$ cat config.mk
export PLATFORM = sky130hd
export DESIGN_NAME = load_memory_unit
export DESIGN_NICKNAME = d
export VERILOG_FILES = /design/src/rtl/load_memory_unit.sv
export SDC_FILE = /design/constraint.sdc
export NUM_CORES = 1
export LEC_CHECK = 0
export ABC_CLOCK_PERIOD_IN_PS = 2800
export CAP_MARGIN = 20
export CORE_MARGIN = 2
export CORE_UTILIZATION = 42
export DETAILED_ROUTE_END_ITERATION = 6
export GPL_ROUTABILITY_DRIVEN = 1
export HOLD_SLACK_MARGIN = 0.15
export PLACE_DENSITY = 0.82
export SETUP_SLACK_MARGIN = 0.02
export SYNTH_ARGS = -nofsm -noshare
export SYNTH_HDL_FRONTEND = slang
export SYNTH_SLANG_ARGS = --single-unit
export TNS_END_PERCENT = 20
$ cat constraint.sdc
create_clock -name clk -period 2.8 [get_ports clk]
set_clock_uncertainty 0.1 [all_clocks]
set_input_delay 0.56 -clock clk [delete_from_list [all_inputs] [get_ports clk]]
set_output_delay 0.56 -clock clk [all_outputs]
set_load 0.05 [all_outputs]
$ cat src/rtl/load_memory_unit.sv
// Load unit: accepts one load, issues a word-aligned read, and returns the extended result.
// Optional LOAD_MISALIGN_TRAP_EN: misaligned half/word loads fault instead of aligning down.
module load_memory_unit (
    input  logic        clk,
    input  logic        reset,
    input  logic        req_valid,
    output logic        req_ready,
    input  logic [2:0]  req_type,
    input  logic [31:0] req_addr,
    output logic        mem_rd_valid,
    input  logic        mem_rd_ready,
    output logic [31:0] mem_rd_addr,
    input  logic        mem_rdata_valid,
    input  logic [31:0] mem_rdata,
    output logic        resp_valid,
    input  logic        resp_ready,
    output logic [31:0] resp_data,
    output logic        resp_fault
);

    // state | meaning
    // IDLE  | ready for a new request
    // ADDR  | read request presented to memory
    // DATA  | waiting for returned word
    // RESP  | result held for writeback
    typedef enum logic [1:0] {IDLE, ADDR, DATA, RESP} state_t;

    state_t      state, state_next;
    logic [2:0]  typ;
    logic [1:0]  offset;
    logic [29:0] word_addr;
    logic [31:0] data_q;
    logic        fault_q;
    logic        req_fault;

    always_comb begin
        req_fault = (req_type[1:0] == 2'b11);
`ifdef LOAD_MISALIGN_TRAP_EN
        if (req_type[1:0] == 2'b01 && req_addr[0])
            req_fault = 1'b1;
        if (req_type[1:0] == 2'b10 && req_addr[1:0] != 2'b00)
            req_fault = 1'b1;
`endif
    end

    function automatic logic [31:0] extract(input logic [2:0] t, input logic [1:0] off,
                                            input logic [31:0] w);
        logic [7:0]  b;
        logic [15:0] h;
        b = w[{off, 3'b000} +: 8];
        h = w[{off[1], 4'b0000} +: 16];
        case (t[1:0])
            2'b00:   extract = t[2] ? {24'b0, b} : {{24{b[7]}}, b};
            2'b01:   extract = t[2] ? {16'b0, h} : {{16{h[15]}}, h};
            default: extract = w;
        endcase
    endfunction

    always_ff @(posedge clk) begin
        if (reset)
            state <= IDLE;
        else
            state <= state_next;
    end

    always_comb begin
        state_next = state;
        case (state)
            IDLE: if (req_valid)       state_next = req_fault ? RESP : ADDR;
            ADDR: if (mem_rd_ready)    state_next = DATA;
            DATA: if (mem_rdata_valid) state_next = RESP;
            RESP: if (resp_ready)      state_next = IDLE;
            default:                   state_next = IDLE;
        endcase
    end

    always_ff @(posedge clk) begin
        if (reset) begin
            typ       <= 3'b000;
            offset    <= 2'b00;
            word_addr <= 30'b0;
            data_q    <= 32'b0;
            fault_q   <= 1'b0;
        end else begin
            case (state)
                IDLE: if (req_valid) begin
                    typ       <= req_type;
                    offset    <= req_addr[1:0];
                    word_addr <= req_addr[31:2];
                    data_q    <= 32'b0;
                    fault_q   <= req_fault;
                end
                DATA: if (mem_rdata_valid)
                    data_q <= extract(typ, offset, mem_rdata);
                default: ;
            endcase
        end
    end

    assign req_ready    = (state == IDLE);
    assign mem_rd_valid = (state == ADDR);
    assign mem_rd_addr  = {word_addr, 2'b00};
    assign resp_valid   = (state == RESP);
    assign resp_data    = data_q;
    assign resp_fault   = fault_q;

endmodule

==> summary.txt, run 1 <==
Clocking
  • Worst-Skew Late Latency: around 340 ps
  • Htree depth: 3
  • CTS clk-pin slew, worst paths: 80 ps
  • CTS hold repair buffers: 0
  • Clock Tree Buf Depth: 2
  • # resized after CTS: 0
  • Clock sinks: 70
  • Post CTS Setup Buffer Count: 0
  • Root Buffer: clkbuf_8
  • Cts bufs inserted: 9
  • CTS tree: built

Floorplanning
  • Rows: 31
  • Initial core utilization: 43.75%
  • Core ar.: 7292 µm²
  • Num ports: about 140
  • Die height: 91.16 µm
  • Die ar.: 8310 µm²
  • Die X: 91.16 µm

STA
  • RSZ-0062 raised after global routing: false
  • Endpoints failing hold: 0
  • Fin worst setup slack: 239.1 ps
  • Fin Setup TNS: 0 ps
  • Worst-Margin Slew: roughly 960 ps
  • Maximum clock rate: about 0.39 GHz
  • Worst relative slew slack: 35.86%
  • Final min period: 2561 ps
  • Final Max Tran Viols: 0
  • Crit share post-route: 91.46%
  • Setup-failing EPs final: 0

Placement
  • DP HPWL: 7115 µm
  • PortBufs: 138
  • GP Congestion: roughly 0.86
  • Dpl ws: around 70 ps
  • Placed Instances: approximately 580

Finish
  • Post-layout util: about two thirds
  • Post-Layout Cell Count: slightly below 600
  • Most common cell after layout, fill and taps aside: clkdlybuf4s50_1
  • Storage cell area: about 1400 µm²
  • Antenna Cells: 0
  • Layout Nets: roughly 570
  • Area grow syn2layout: 52.24%
  • Layout cells sized above 1: 9.514%
  • Area of the multi-input gates: 1610 µm²
  • # fillers: 601
  • Most frequent cells in the layout: clkdlybuf4s50_1 (137), nand2_1 (80), dfxtp_1 (70)

Logic synthesis
  • Syn Inst Count: 361
  • Warnings, synthesis: 0
  • Synth Area in Compound Gates: 25.37%
  • Avg Cell Area, Syn: ~8.8 µm²
  • Main combinational cell family by area after synthesis: compound AO/OA/AOI/OAI gates
  • Yosys reg bits: 70
  • Synth Area in Simple Gates: approximately 17%
  • Post-synthesis sequential area ratio: between 40% and 50%
  • Post-synth EDFFs: 0
  • Mapped cell area: ~3200 µm²
  • Xor and xnor fraction of the mapped netlist area: 0%
  • Fraction of the mapped netlist area in adder cells: under 10%
  • Distinct cells, synth: 39
  • Multiplexer area fraction after synthesis: ~6.3%
  • Async set-reset flop share out of synthesis: 0%
  • Most used flip-flop cell after synthesis: dfxtp_1

Global routing
  • Global-route wire length before repair: about 15,000 µm
  • Largest net degree at the start of global routing: 34
  • Global Route Usage Sum: 23.44%
  • Gr busiest metal: met2
  • Met2 Usage GRT: 38.52%
  • Vias in the first global route: 3,039
  • Grt ovf: 0
  • Initial antenna violation count: 0
  • GR Util met3: 5.560%
  • Met1 usage: 29.59%

Min path
  • HP Class: flip-flop to flip-flop
  • Hold path start: word_addr[1]$_SDFFE_PP0P_
  • Hold Path Sink: word_addr[1]$_SDFFE_PP0P_
  • Hold-critical path depth: 2

Setup path
  • Critical path class: flip-flop to output pin
  • CP Data Arrival Time: 1900 ps
  • CP endpoint kind: output pin
  • R2R Path End: resp_data[29]$_SDFFE_PP0P_
  • R2R depth: 6
  • Critical Path Start Type: flip-flop
  • Worst Path Required: about 2100 ps
  • Max FO, Critical Path: 5
  • Crit path launch: state[0]$_SDFFE_PP0P_
  • Critical R2R Launch: state[0]$_SDFFE_PP0P_
  • FF-to-FF setup slack: approximately 290 ps

Detailed routing
  • Vias per inst: 5.455
  • Initial DRC Count: ~280
  • 1st-pass router iterations: 5
  • Routed wire per std cell: 16.51 µm
  • DRT Wirelength: 9791 µm
  • Drt drc: 0
  • Total number of vias: 3,235
  • Post-DRT Antenna Nets: 0

Pwr
  • VDD IR-drop max: 0.3639 mV
  • Total power: ~4.1 mW
  • Leak Pwr: 1.765 nW
  • Pwr Density: between 800 and 900 nW/µm²

Status
  • Status: finished clean

Job
  • # Max-Cap Violations: 0
synthesized netlist by cell type (7+ instances only):
| library cell | number | share of area [%] |
|---|---|---|
| a21oi_1 | 52 | 8.2 |
| a221o_1 | 16 | 5.0 |
| a221oi_1 | 7 | 1.9 |
| a22oi_1 | 7 | 1.6 |
| a2bb2oi_1 | 7 | 1.9 |
| buf_2 | 8 | 1.3 |
| clkbuf_1 | 17 | 2.0 |
| dfxtp_1 | 70 | 44 |
| mux2_2 | 14 | 4.9 |
| nand2_1 | 80 | 9.4 |
| nor4bb_1 | 7 | 2.2 |
| o21a_1 | 7 | 1.6 |
| o21ai_0 | 8 | 1.3 |
| o2bb2ai_1 | 8 | 2.2 |
metrics by stage:
stage | hold WS, ps | instance area, µm²
floorplan | 407.8 | 3194
global placement | 341.6 | 4609
detailed placement | 347.8 | 4609
CTS | 358.6 | 4857
global route | 373.9 | 4857
finish | 355.5 | 4857
area by class of cell:
| type | count | share of cell area [%] |
|---|---|---|
| repair buffers | 148 | 29.88 |
| clock buffers | 11 | 2.911 |
| well taps | 99 | 2.550 |
| clock inverters | 5 | 2.190 |
| inverters | 6 | 0.4637 |
| multi-input cells | 254 | 33.15 |
| flip-flops and latches | 70 | 28.85 |
sequential cells by signal, indices dropped and copies added, names as in the netlist:
signal      cells
state           2
resp_data      32
word_addr      30
resp_fault      1
typ             3
offset          2
worst max path at each step:
stage,end,slack (ps),cells after the start
after floorplan,resp_data[30]$_SDFFE_PP0P_,390,9
after global placement,resp_data[17]$_SDFFE_PP0P_,170,5
after detailed placement,resp_data[21]$_SDFFE_PP0P_,70,5
after CTS,req_ready,240,3
after global routing,req_ready,150,3
final,req_ready,240,3
logic make-up after synthesis:
| group | count (synthesis) |
|---|---|
| AOI/OAI and AO/OA | 118 |
| and+or+nand+nor | 111 |
| DFF | 70 |
| buffers and inverters | 38 |
| muxes | 18 |
| adders and majority gates | 5 |
| other | 1 |
where the power goes:
group	switching, mW	leakage, nW	total (mW)	internal (mW)
sequential	0.0926	0.570	1.23	1.14
combinational	1.16	1.08	1.86	0.693
clock	0.388	0.120	1.01	0.618
layer usage:
metal  routed length [µm]  part of all wire (%)
met1                 4058                    41
met2                 4757                    49
met3                  772                   7.9
met4                  204                   2.1
met5                    0                     0
worst max-delay path: stages, from the launching register on:
cell,delay (ps)
dfxtp_1,350
inv_1,110
ha_1,250
clkdlybuf4s50_1,850
Note: power is estimated with default switching activity, not from simulation.
==> run 2, diff against run 1 <==
--- a/config.mk
+++ b/config.mk
@@ -8,11 +8,12 @@
 export ABC_CLOCK_PERIOD_IN_PS = 2800
 export CAP_MARGIN = 20
 export CORE_MARGIN = 2
-export CORE_UTILIZATION = 42
+export CORE_UTILIZATION = 50
 export DETAILED_ROUTE_END_ITERATION = 6
+export DONT_BUFFER_PORTS = 1
 export GPL_ROUTABILITY_DRIVEN = 1
 export HOLD_SLACK_MARGIN = 0.15
-export PLACE_DENSITY = 0.82
+export PLACE_DENSITY = 0.67
 export SETUP_SLACK_MARGIN = 0.02
 export SYNTH_ARGS = -nofsm -noshare
 export SYNTH_HDL_FRONTEND = slang
==> summary.txt, run 2 (synthesized netlist as in run 1, its figures left out) <==
Clocking
  • Worst-Skew Late Latency: 330 ps (about the same)
  • CTS hold repair buffers: 0 (unchanged)
  • # resized after CTS: 0 (unchanged)
  • Cts bufs inserted: 9 (unchanged)
  • CTS tree: built
  • Post CTS Setup Buffer Count: 0 (unchanged)
  • Root Buffer: clkbuf_8
  • Clock sinks: 70 (unchanged)
  • Htree depth: 3 (unchanged)
  • CTS clk-pin slew, worst paths: 80 ps (about the same)
  • Clock Tree Buf Depth: 2 (unchanged)

Finish
  • Storage cell area: 1401 µm² (unchanged)
  • Post-layout util: 54.49% (-12 points)
  • Area grow syn2layout: 7.216%
  • Layout Nets: 428 (-25%)
  • Area of the multi-input gates: 1610 µm² (unchanged)
  • # fillers: 577 (-4.0%)
  • Post-Layout Cell Count: 432 (-27%)
  • Largest register FFs: 32 (unchanged)
  • Most frequent cells in the layout: nand2_1 (80), dfxtp_1 (70), a21oi_1 (52)
  • Most common cell after layout, fill and taps aside: nand2_1
  • Antenna Cells: 0 (unchanged)
  • Layout cells sized above 1: 12.68% (+3.2 points)

STA
  • Worst-Margin Slew: 731.2 ps (-225.7 ps)
  • Setup-failing EPs final: 0 (unchanged)
  • Crit share post-route: 82.95% (-8.5 points)
  • Fin Setup TNS: 0 ps (unchanged)
  • Final Max Tran Viols: 0 (unchanged)
  • RSZ-0062 raised after global routing: false
  • Worst relative slew slack: 51.19% (+15 points)
  • Endpoints failing hold: 0 (unchanged)
  • Final min period: 2323 ps (-238.3 ps)
  • Maximum clock rate: 0.4305 GHz (+10%)
  • Hold WS: 191.0 ps (-164.5 ps)

Pwr
  • Leak Pwr: 1.241 nW (-30%)
  • Pwr Density: 1048 nW/µm² (+24%)
  • VDD IR-drop max: 0.6136 mV (+69%)
  • Total power: 3.584 mW (-12%)

Global routing
  • Largest net degree at the start of global routing: 49 (+44%)
  • Global Route Usage Sum: 22.10% (-1.3 points)
  • Global-route wire length before repair: 12,610 µm (-19%)
  • Grt ovf: 0 (unchanged)
  • Vias in the first global route: 2,400 (-21%)
  • Initial antenna violation count: 0 (unchanged)

Detailed routing
  • Drt drc: 0 (unchanged)
  • Routed wire per std cell: 18.18 µm (+10%)
  • Highest routed layer: met4
  • Total number of vias: 2,598 (-20%)
  • Initial DRC Count: 143 (-48%)
  • Wl on met1: 3329 µm (-18%)
  • Met3 wire length: 881 µm (+14%)
  • Vias per inst: 6.014 (+10%)
  • Post-DRT Antenna Nets: 0 (unchanged)
  • DRT Wirelength: 7855 µm (-20%)
  • 1st-pass router iterations: 4 (-1)
  • WL met2: 3527 µm (-26%)

Floorplanning
  • Num ports: 141 (unchanged)
  • Die height: 83.88 µm (-8.0%)
  • Rows: 29 (-6.5%)
  • Die X: 83.88 µm (-8.0%)
  • Initial core utilization: 50.83% (+7.1 points)
  • Die ar.: 7036 µm² (-15%)
  • Core ar.: 6277 µm² (-14%)

Job
  • # Max-Cap Violations: 0 (unchanged)

Min path
  • HP Class: input pin to flip-flop

Setup path
  • Max FO, Critical Path: 25 (+20)
  • CP max stage delay: 560 ps (-290 ps)
  • CP Data Arrival Time: 2440 ps (+540 ps)
  • Worst path cell trace: inv_1 -> ha_1 -> and2b_1 -> or3_1 -> nor2b_4 -> a221o_1
  • CP max stage cell: or3_1
  • Critical Path Start Type: flip-flop
  • Critical path class: flip-flop to flip-flop
  • CP endpoint kind: flip-flop
  • Worst Path Required: 2910 ps (+770 ps)
  • FF-to-FF setup slack: 480 ps (+190 ps)

Status
  • Status: finished clean

Placement
  • PortBufs: 0 (-100%)
  • GP Congestion: 0.8243 (-4.2%)
  • DP HPWL: 5441 µm (-24%)
  • Placed Instances: 416 (-28%)
## run 2: area by class of cell
| cell class | instances | share of cell area [%] |
|---|---|---|
| multi-input combinational | 254 | 47.07 |
| sequential | 70 | 40.97 |
| clock buffer | 11 | 4.133 |
| tap | 77 | 2.816 |
| clock inverter | 5 | 2.377 |
| timing repair buffer | 9 | 1.975 |
| inverter | 6 | 0.6584 |
## run 2: path summary, 6_finish.rpt
check,start,to,cells after the start
min reg2reg,state[0]$_SDFFE_PP0P_,state[0]$_SDFFE_PP0P_,2
max,state[0]$_SDFFE_PP0P_,resp_data[21]$_SDFFE_PP0P_,6
max reg2reg,state[0]$_SDFFE_PP0P_,resp_data[21]$_SDFFE_PP0P_,6
min,reset,word_addr[7]$_SDFFE_PP0P_,1
## run 2: through the flow
step	setup WS, ps	instance area [µm²]
3_5_place_dp	498.4	3198
2_1_floorplan	390.4	3194
5_1_grt	272.8	3421
6_report	477.4	3421
3_3_place_gp	587.2	3198
4_1_cts	466.7	3421
## run 2: report_power, final
group / internal, mW / switching [mW]
registers: 1.14 / 0.509
clock network: 0.528 / 0.384
logic: 0.389 / 0.637
total: 2.05 / 1.53
## run 2: worst max-delay path, delay by kind of cell, from the launching register on
kind | cells | cell delay [ps]
simple gates | 3 | 1030
flops | 1 | 390
compound gates | 1 | 320
fa+ha+maj | 1 | 240
buf+inv | 1 | 100
## run 2: routing by layer
layer  GRT usage, %  vias up
li1               -     1275
met1          30.43     1185
met2          31.49      126
met3          8.111       12
met4          8.358        0
met5              0        -
